$ cat config.mk
export PLATFORM = sky130hd
export DESIGN_NAME = instr_encoder_rv32i
export DESIGN_NICKNAME = d
export VERILOG_FILES = /design/src/rtl/rv32i_enc_pkg.sv /design/src/rtl/instr_encoder_rv32i_sync_fifo.sv /design/src/rtl/instr_encoder_rv32i.sv
export SDC_FILE = /design/constraint.sdc
export NUM_CORES = 1
export LEC_CHECK = 0
export ABC_AREA = 1
export BUFFER_PORTS_ARGS = -buffer_cell sky130_fd_sc_hd__buf_2
export CORE_MARGIN = 2
export CORE_UTILIZATION = 48
export DETAILED_ROUTE_END_ITERATION = 10
export HOLD_SLACK_MARGIN = 0.02
export PLACE_DENSITY = 0.66
export SLEW_MARGIN = 5
export SYNTH_ARGS = -nofsm -noshare
export SYNTH_HDL_FRONTEND = slang
export SYNTH_SLANG_ARGS = --single-unit
$ cat constraint.sdc
create_clock -name clk -period 8.1 [get_ports clk]
set_clock_uncertainty 0.15 [all_clocks]
set_input_delay 1.215 -clock clk [delete_from_list [all_inputs] [get_ports clk]]
set_output_delay 1.215 -clock clk [all_outputs]
set_load 0.03 [all_outputs]
$ cat src/rtl/rv32i_enc_pkg.sv
// Shared constants, request/result types and the field packer for the
// RV32I instruction encoder.
package rv32i_enc_pkg;

  localparam logic [6:0] OPC_OP     = 7'b0110011;
  localparam logic [6:0] OPC_OP_IMM = 7'b0010011;

  localparam logic [6:0] F7_BASE   = 7'h00;
  localparam logic [6:0] F7_MULDIV = 7'h01;
  localparam logic [6:0] F7_X2     = 7'h02;
  localparam logic [6:0] F7_X3     = 7'h03;
  localparam logic [6:0] F7_ALT    = 7'h20;

  typedef struct packed {
    logic        fmt;
    logic [4:0]  f7sel;
    logic [2:0]  f3;
    logic [4:0]  rd;
    logic [4:0]  rs1;
    logic [4:0]  rs2;
    logic [11:0] imm;
  } enc_req_t;

  typedef struct packed {
    logic        legal;
    logic [31:0] word;
  } enc_res_t;

  function automatic enc_res_t encode_rv32i(input enc_req_t r);
    enc_res_t   res;
    logic [6:0] f7;
    logic       oneHot;
    res    = '0;
    f7     = F7_BASE;
    oneHot = 1'b1;
    case (r.f7sel)
      5'b00001: f7 = F7_BASE;
      5'b00010: f7 = F7_MULDIV;
      5'b00100: f7 = F7_X2;
      5'b01000: f7 = F7_X3;
      5'b10000: f7 = F7_ALT;
      default:  oneHot = 1'b0;
    endcase
    if (!r.fmt) begin
      res.legal = oneHot;
      res.word  = {f7, r.rs2, r.rs1, r.f3, r.rd, OPC_OP};
    end else if (r.f3 == 3'd1 || r.f3 == 3'd5) begin
      // Shift-immediates reuse the funct7 slot; only SRAI may carry the alt bit.
      res.legal = oneHot && (f7 == F7_BASE || (r.f3 == 3'd5 && f7 == F7_ALT));
      res.word  = {f7, r.imm[4:0], r.rs1, r.f3, r.rd, OPC_OP_IMM};
    end else begin
      res.legal = 1'b1;
      res.word  = {r.imm, r.rs1, r.f3, r.rd, OPC_OP_IMM};
    end
    return res;
  endfunction

endpackage

$ cat src/rtl/instr_encoder_rv32i_sync_fifo.sv
// Small synchronous FIFO with wrap-bit pointers; head reads as zero when empty.
module sync_fifo #(
  parameter int DEPTH = 4,
  parameter int WIDTH = 32
) (
  input  logic                     clk,
  input  logic                     rst_n,
  input  logic                     clr,
  input  logic                     push,
  input  logic                     pop,
  input  logic [WIDTH-1:0]         din,
  output logic [WIDTH-1:0]         dout,
  output logic                     full,
  output logic                     empty,
  output logic [$clog2(DEPTH):0]   count
);

  localparam int PW = $clog2(DEPTH);

  logic [WIDTH-1:0] mem_q [DEPTH];
  logic [PW:0]      wptr_q, wptr_d;
  logic [PW:0]      rptr_q, rptr_d;

  assign empty = (wptr_q == rptr_q);
  assign full  = (wptr_q[PW] != rptr_q[PW]) && (wptr_q[PW-1:0] == rptr_q[PW-1:0]);
  assign count = wptr_q - rptr_q;
  assign dout  = empty ? '0 : mem_q[rptr_q[PW-1:0]];

  always_comb begin
    wptr_d = wptr_q;
    rptr_d = rptr_q;
    if (clr) begin
      wptr_d = '0;
      rptr_d = '0;
    end else begin
      if (push && !full) wptr_d = wptr_q + 1'b1;
      if (pop && !empty) rptr_d = rptr_q + 1'b1;
    end
  end

  always_ff @(posedge clk or negedge rst_n) begin
    if (!rst_n) begin
      wptr_q <= '0;
      rptr_q <= '0;
    end else begin
      wptr_q <= wptr_d;
      rptr_q <= rptr_d;
    end
  end

  always_ff @(posedge clk) begin
    if (push && !full && !clr) mem_q[wptr_q[PW-1:0]] <= din;
  end

endmodule

$ cat src/rtl/instr_encoder_rv32i.sv
// Packs R/I-type RV32I requests into words, buffers them and streams them
// into instruction memory at an auto-incrementing address.
module instr_encoder_rv32i
  import rv32i_enc_pkg::*;
#(
  parameter int DEPTH = 4,
  parameter int AW    = 8,
  parameter int BASE  = 0
) (
  input  logic                    clk,
  input  logic                    rst_n,
  input  logic                    clr,
  input  logic                    req_valid,
  output logic                    req_ready,
  input  logic                    req_fmt,
  input  logic [4:0]              req_f7sel,
  input  logic [2:0]              req_f3,
  input  logic [4:0]              req_rd,
  input  logic [4:0]              req_rs1,
  input  logic [4:0]              req_rs2,
  input  logic [11:0]             req_imm,
  output logic                    mem_we,
  input  logic                    mem_ready,
  output logic [AW-1:0]           mem_addr,
  output logic [31:0]             mem_wdata,
  output logic [$clog2(DEPTH):0]  count,
  output logic                    err,
  output logic [7:0]              err_cnt
);

  enc_req_t      req;
  enc_res_t      enc;
  logic          full, empty;
  logic          accept, push, pop, bad;
  logic          ready_q;
  logic [AW-1:0] addr_q, addr_d;
  logic          err_q, err_d;
  logic [7:0]    errCnt_q, errCnt_d;

  assign req = '{fmt: req_fmt, f7sel: req_f7sel, f3: req_f3, rd: req_rd,
                 rs1: req_rs1, rs2: req_rs2, imm: req_imm};
  assign enc = encode_rv32i(req);

  assign req_ready = ready_q && !full;
  assign accept    = req_valid && req_ready;
  assign push      = accept && enc.legal && !clr;
  assign bad       = accept && !enc.legal && !clr;
  assign pop       = mem_we && mem_ready && !clr;

  assign mem_we   = !empty;
  assign mem_addr = addr_q;
  assign err      = err_q;
  assign err_cnt  = errCnt_q;

  sync_fifo #(.DEPTH(DEPTH), .WIDTH(32)) u_fifo (
    .clk   (clk),
    .rst_n (rst_n),
    .clr   (clr),
    .push  (push),
    .pop   (pop),
    .din   (enc.word),
    .dout  (mem_wdata),
    .full  (full),
    .empty (empty),
    .count (count)
  );

  always_comb begin
    addr_d   = addr_q;
    err_d    = err_q;
    errCnt_d = errCnt_q;
    if (clr) begin
      addr_d   = AW'(BASE);
      err_d    = 1'b0;
      errCnt_d = '0;
    end else begin
      // Address wraps naturally through all-ones to zero, not back to BASE.
      if (pop) addr_d = addr_q + 1'b1;
      if (bad) begin
        err_d = 1'b1;
        if (errCnt_q != 8'hFF) errCnt_d = errCnt_q + 8'd1;
      end
    end
  end

  always_ff @(posedge clk or negedge rst_n) begin
    if (!rst_n) begin
      ready_q  <= 1'b0;
      addr_q   <= AW'(BASE);
      err_q    <= 1'b0;
      errCnt_q <= '0;
    end else begin
      ready_q  <= 1'b1;
      addr_q   <= addr_d;
      err_q    <= err_d;
      errCnt_q <= errCnt_d;
    end
  end

endmodule

==> flow_metrics.env <==
export IMPL_outcome="finished clean"
export IMPL_totalWireLength_um=12300
export IMPL_r2r_end="u_fifo.mem_q[3][23]$_DFFE_PP_"
export IMPL_yosysTopAreaCellShare_pct=53.7
export IMPL_start_util_pct=48.8
export IMPL_synth_most_common_cell="nor2_1"
export IMPL_io_buffers=91
export IMPL_ff2ff_setup_slack_ns=4.52
export IMPL_synth_edf_count=104
export IMPL_power_leakage_uw=0.00296
export IMPL_die_w_um=114
export IMPL_powerDensity_mw_per_mm2=233
export IMPL_ant_nets=0
export IMPL_fmax_mhz=236
export IMPL_crit_path_max_fanout=55
export IMPL_clk_path_buf_depth=2
export IMPL_nNetsFinal=700
export IMPL_insertion_delay_ns=0.41
export IMPL_ir_drop_mv=0.135
export IMPL_clock_sinks=128
export IMPL_hp_start="err$_DFFE_PN0P_"
export IMPL_die_area_sq_mm=0.0130
export IMPL_drt_pass1_iterations=5
export IMPL_post_cts_resized=0
export IMPL_cts_tree="done"
export IMPL_ys_types=34
export IMPL_antenna_found_initial=0
export IMPL_yosysTopAreaCell="edfxtp_1"
export IMPL_grt_pass1_wl_um=19500
export IMPL_syn_instance_count=559
export IMPL_hold_viol_final=0
export IMPL_area_growth_pct=18.7
export IMPL_cts_max_level=4
export IMPL_clk_pin_slew_ns=0.05
export IMPL_drtIter0Drc=258
export IMPL_clockRootBuffer="clkbuf_16"
export IMPL_crit_required_ns=6.73
export IMPL_ys_seq_area_share_pct=64.0
export IMPL_worstHoldEndpoint="err$_DFFE_PN0P_"
export IMPL_avgSynthCellArea_sq_um=10.4
export IMPL_fin_crit_ns=4.23
export IMPL_io_pins=95
export IMPL_numCtsBuffers=17
export IMPL_wl_per_cell_um=15.3
export IMPL_hold_buffers=0
export IMPL_via_per_inst=5.16
export IMPL_cts_post_setup_buffers_inserted=0
export IMPL_grt_pass1_vias=4103
export IMPL_antenna_cells=0
export IMPL_fillers=1023
export IMPL_end_kind="output port"
export IMPL_core_area_sq_mm=0.0119
export IMPL_drive_above_1_share_pct=22.3
export IMPL_grt_setup_unrepaired="false"
export IMPL_hpwl_um=7700
export IMPL_drv_slew=0
export IMPL_hold_class="flop to flop"
export IMPL_synth_warnings=0
export IMPL_row_count=40
export IMPL_reg2regPathDepth=11
export IMPL_min_path_cells=2
export IMPL_vias=4156
export IMPL_synthTopCellsByCount="nor2_1 (127), edfxtp_1 (104), nand2_1 (61), o21ai_0 (59), inv_1 (40)"
export IMPL_min_period_over_period_pct=52.3
export IMPL_worstSetupPathType="flop to output port"
export IMPL_place_congestion=0.779
export IMPL_gr_total_overflow=0
export IMPL_ys_ff_latch=128
export IMPL_synth_ff_type="edfxtp_1"
export IMPL_finalSetupViolCount=0
export IMPL_dieHeight_um=114
export IMPL_max_cap_viol_count=0
export IMPL_grt_use_total_pct=19.6
export IMPL_yosys_top_cells_area="edfxtp_1 (54%), dfrtp_1 (10%), nor2_1 (8.2%)"
export IMPL_grt_max_degree=56
export IMPL_slew_headroom_pct=33.7
export IMPL_tightest_slew_ns=0.994
export IMPL_fin_tns_setup_ns=0
export IMPL_power_total_uw=1610
export IMPL_drc=0
export IMPL_rr_startpoint="u_fifo.rptr_q[0]$_DFFE_PN0P_"
export IMPL_synth_area_sq_mm=0.00582
export IMPL_critPathLaunchType="flop"
export IMPL_async_reset_ff_share_pct=18.8
export IMPL_arrival_ns=2.87
[layout make-up]
class / count / area (sq um) / area share, %
Tap cell: 147 / 184 / 2.67
Inverter: 46 / 173 / 2.50
Sequential cell: 128 / 3720 / 54.0
Timing Repair Buffer: 97 / 500 / 7.25
Multi-Input combinational cell: 359 / 1790 / 25.9
Clock buffer: 18 / 429 / 6.22
Clock inverter: 11 / 100 / 1.45
[where the power goes]
part           switching (uW)  internal, uW
Combinational             137          51.2
Sequential               14.4           722
Clock                     246           439
Total                     397          1210
[metal layers]
metal / up-vias / global-route usage [%] / share of wire [%]
li1: 2046 / - / -
met1: 1979 / 24.0 / 43
met2: 122 / 33.1 / 50
met3: 9 / 5.72 / 5.4
met4: 0 / 7.07 / 0.80
met5: - / 0 / 0
[worst max path at each step]
stage,from,to,slack [ns]
detailed placement,u_fifo.rptr_q[0]$_DFFE_PN0P_,mem_wdata[24],4.28
floorplan,u_fifo.rptr_q[1]$_DFFE_PN0P_,mem_wdata[0],4.52
finish,u_fifo.rptr_q[0]$_DFFE_PN0P_,mem_wdata[22],3.87
CTS,u_fifo.rptr_q[0]$_DFFE_PN0P_,mem_wdata[24],3.85
global route,u_fifo.rptr_q[0]$_DFFE_PN0P_,mem_wdata[25],3.60
global placement,u_fifo.rptr_q[0]$_DFFE_PN0P_,mem_wdata[24],4.37
[state kept, by name (all words and copies together) (netlist names)]
signal,flops
ready_q,1
u_fifo.mem_q,104
mem_addr,8
u_fifo.rptr_q,3
u_fifo.wptr_q,3
err,1
err_cnt,8
[critical path: stages (launching register included)]
cell	delay, ns
dfrtp_2	1.01
inv_1	0.53
buf_4	0.40
o21ai_0	0.22
a21oi_1	0.11
buf_2	0.21
[cell usage in the layout (no fill, tap or decap), types with 2 or more instances in the layout]
cell,n
nor2_2,4
o21ai_1,3
edfxtp_1,104
ha_1,9
a21oi_1,31
dfrtp_1,23
nand2_1,61
nand2_2,4
xor2_1,7
nor3_1,4
inv_2,5
o21ai_0,59
buf_4,6
bufinv_16,2
nor2_4,4
nand3_1,22
nand4_1,6
clkbuf_16,17
buf_2,91
nand2_4,5
inv_1,40
conb_1,4
clkinv_1,5
nor2_1,127
clkinv_2,5
[metrics by stage]
step,instance area (sq um),setup WS [ns],cells,util (%),hold slack (ns)
final,6900,3.87,806,57.9,0.367
after global routing,6900,3.60,806,57.9,0.411
after CTS,6900,3.85,806,57.9,0.370
after detailed placement,6370,4.28,777,53.5,0.360
after global placement,6370,4.37,777,53.5,0.355
after floorplan,5820,4.52,561,-,0.382
[cells by family (layout without fill, tap and decap cells)]
group / after synthesis / after routing / share of synthesized area, %
other: 2 / 4 / 0.129
AND/OR/NAND/NOR: 242 / 242 / 18.8
adder cells (fa/ha/maj): 10 / 10 / 2.28
AO/OA/AOI/OAI: 95 / 95 / 8.24
XOR/XNOR: 8 / 8 / 1.20
flip-flops: 128 / 128 / 64.0
buffers and inverters: 74 / 172 / 5.34
Note: power is estimated with default switching activity, not from simulation.
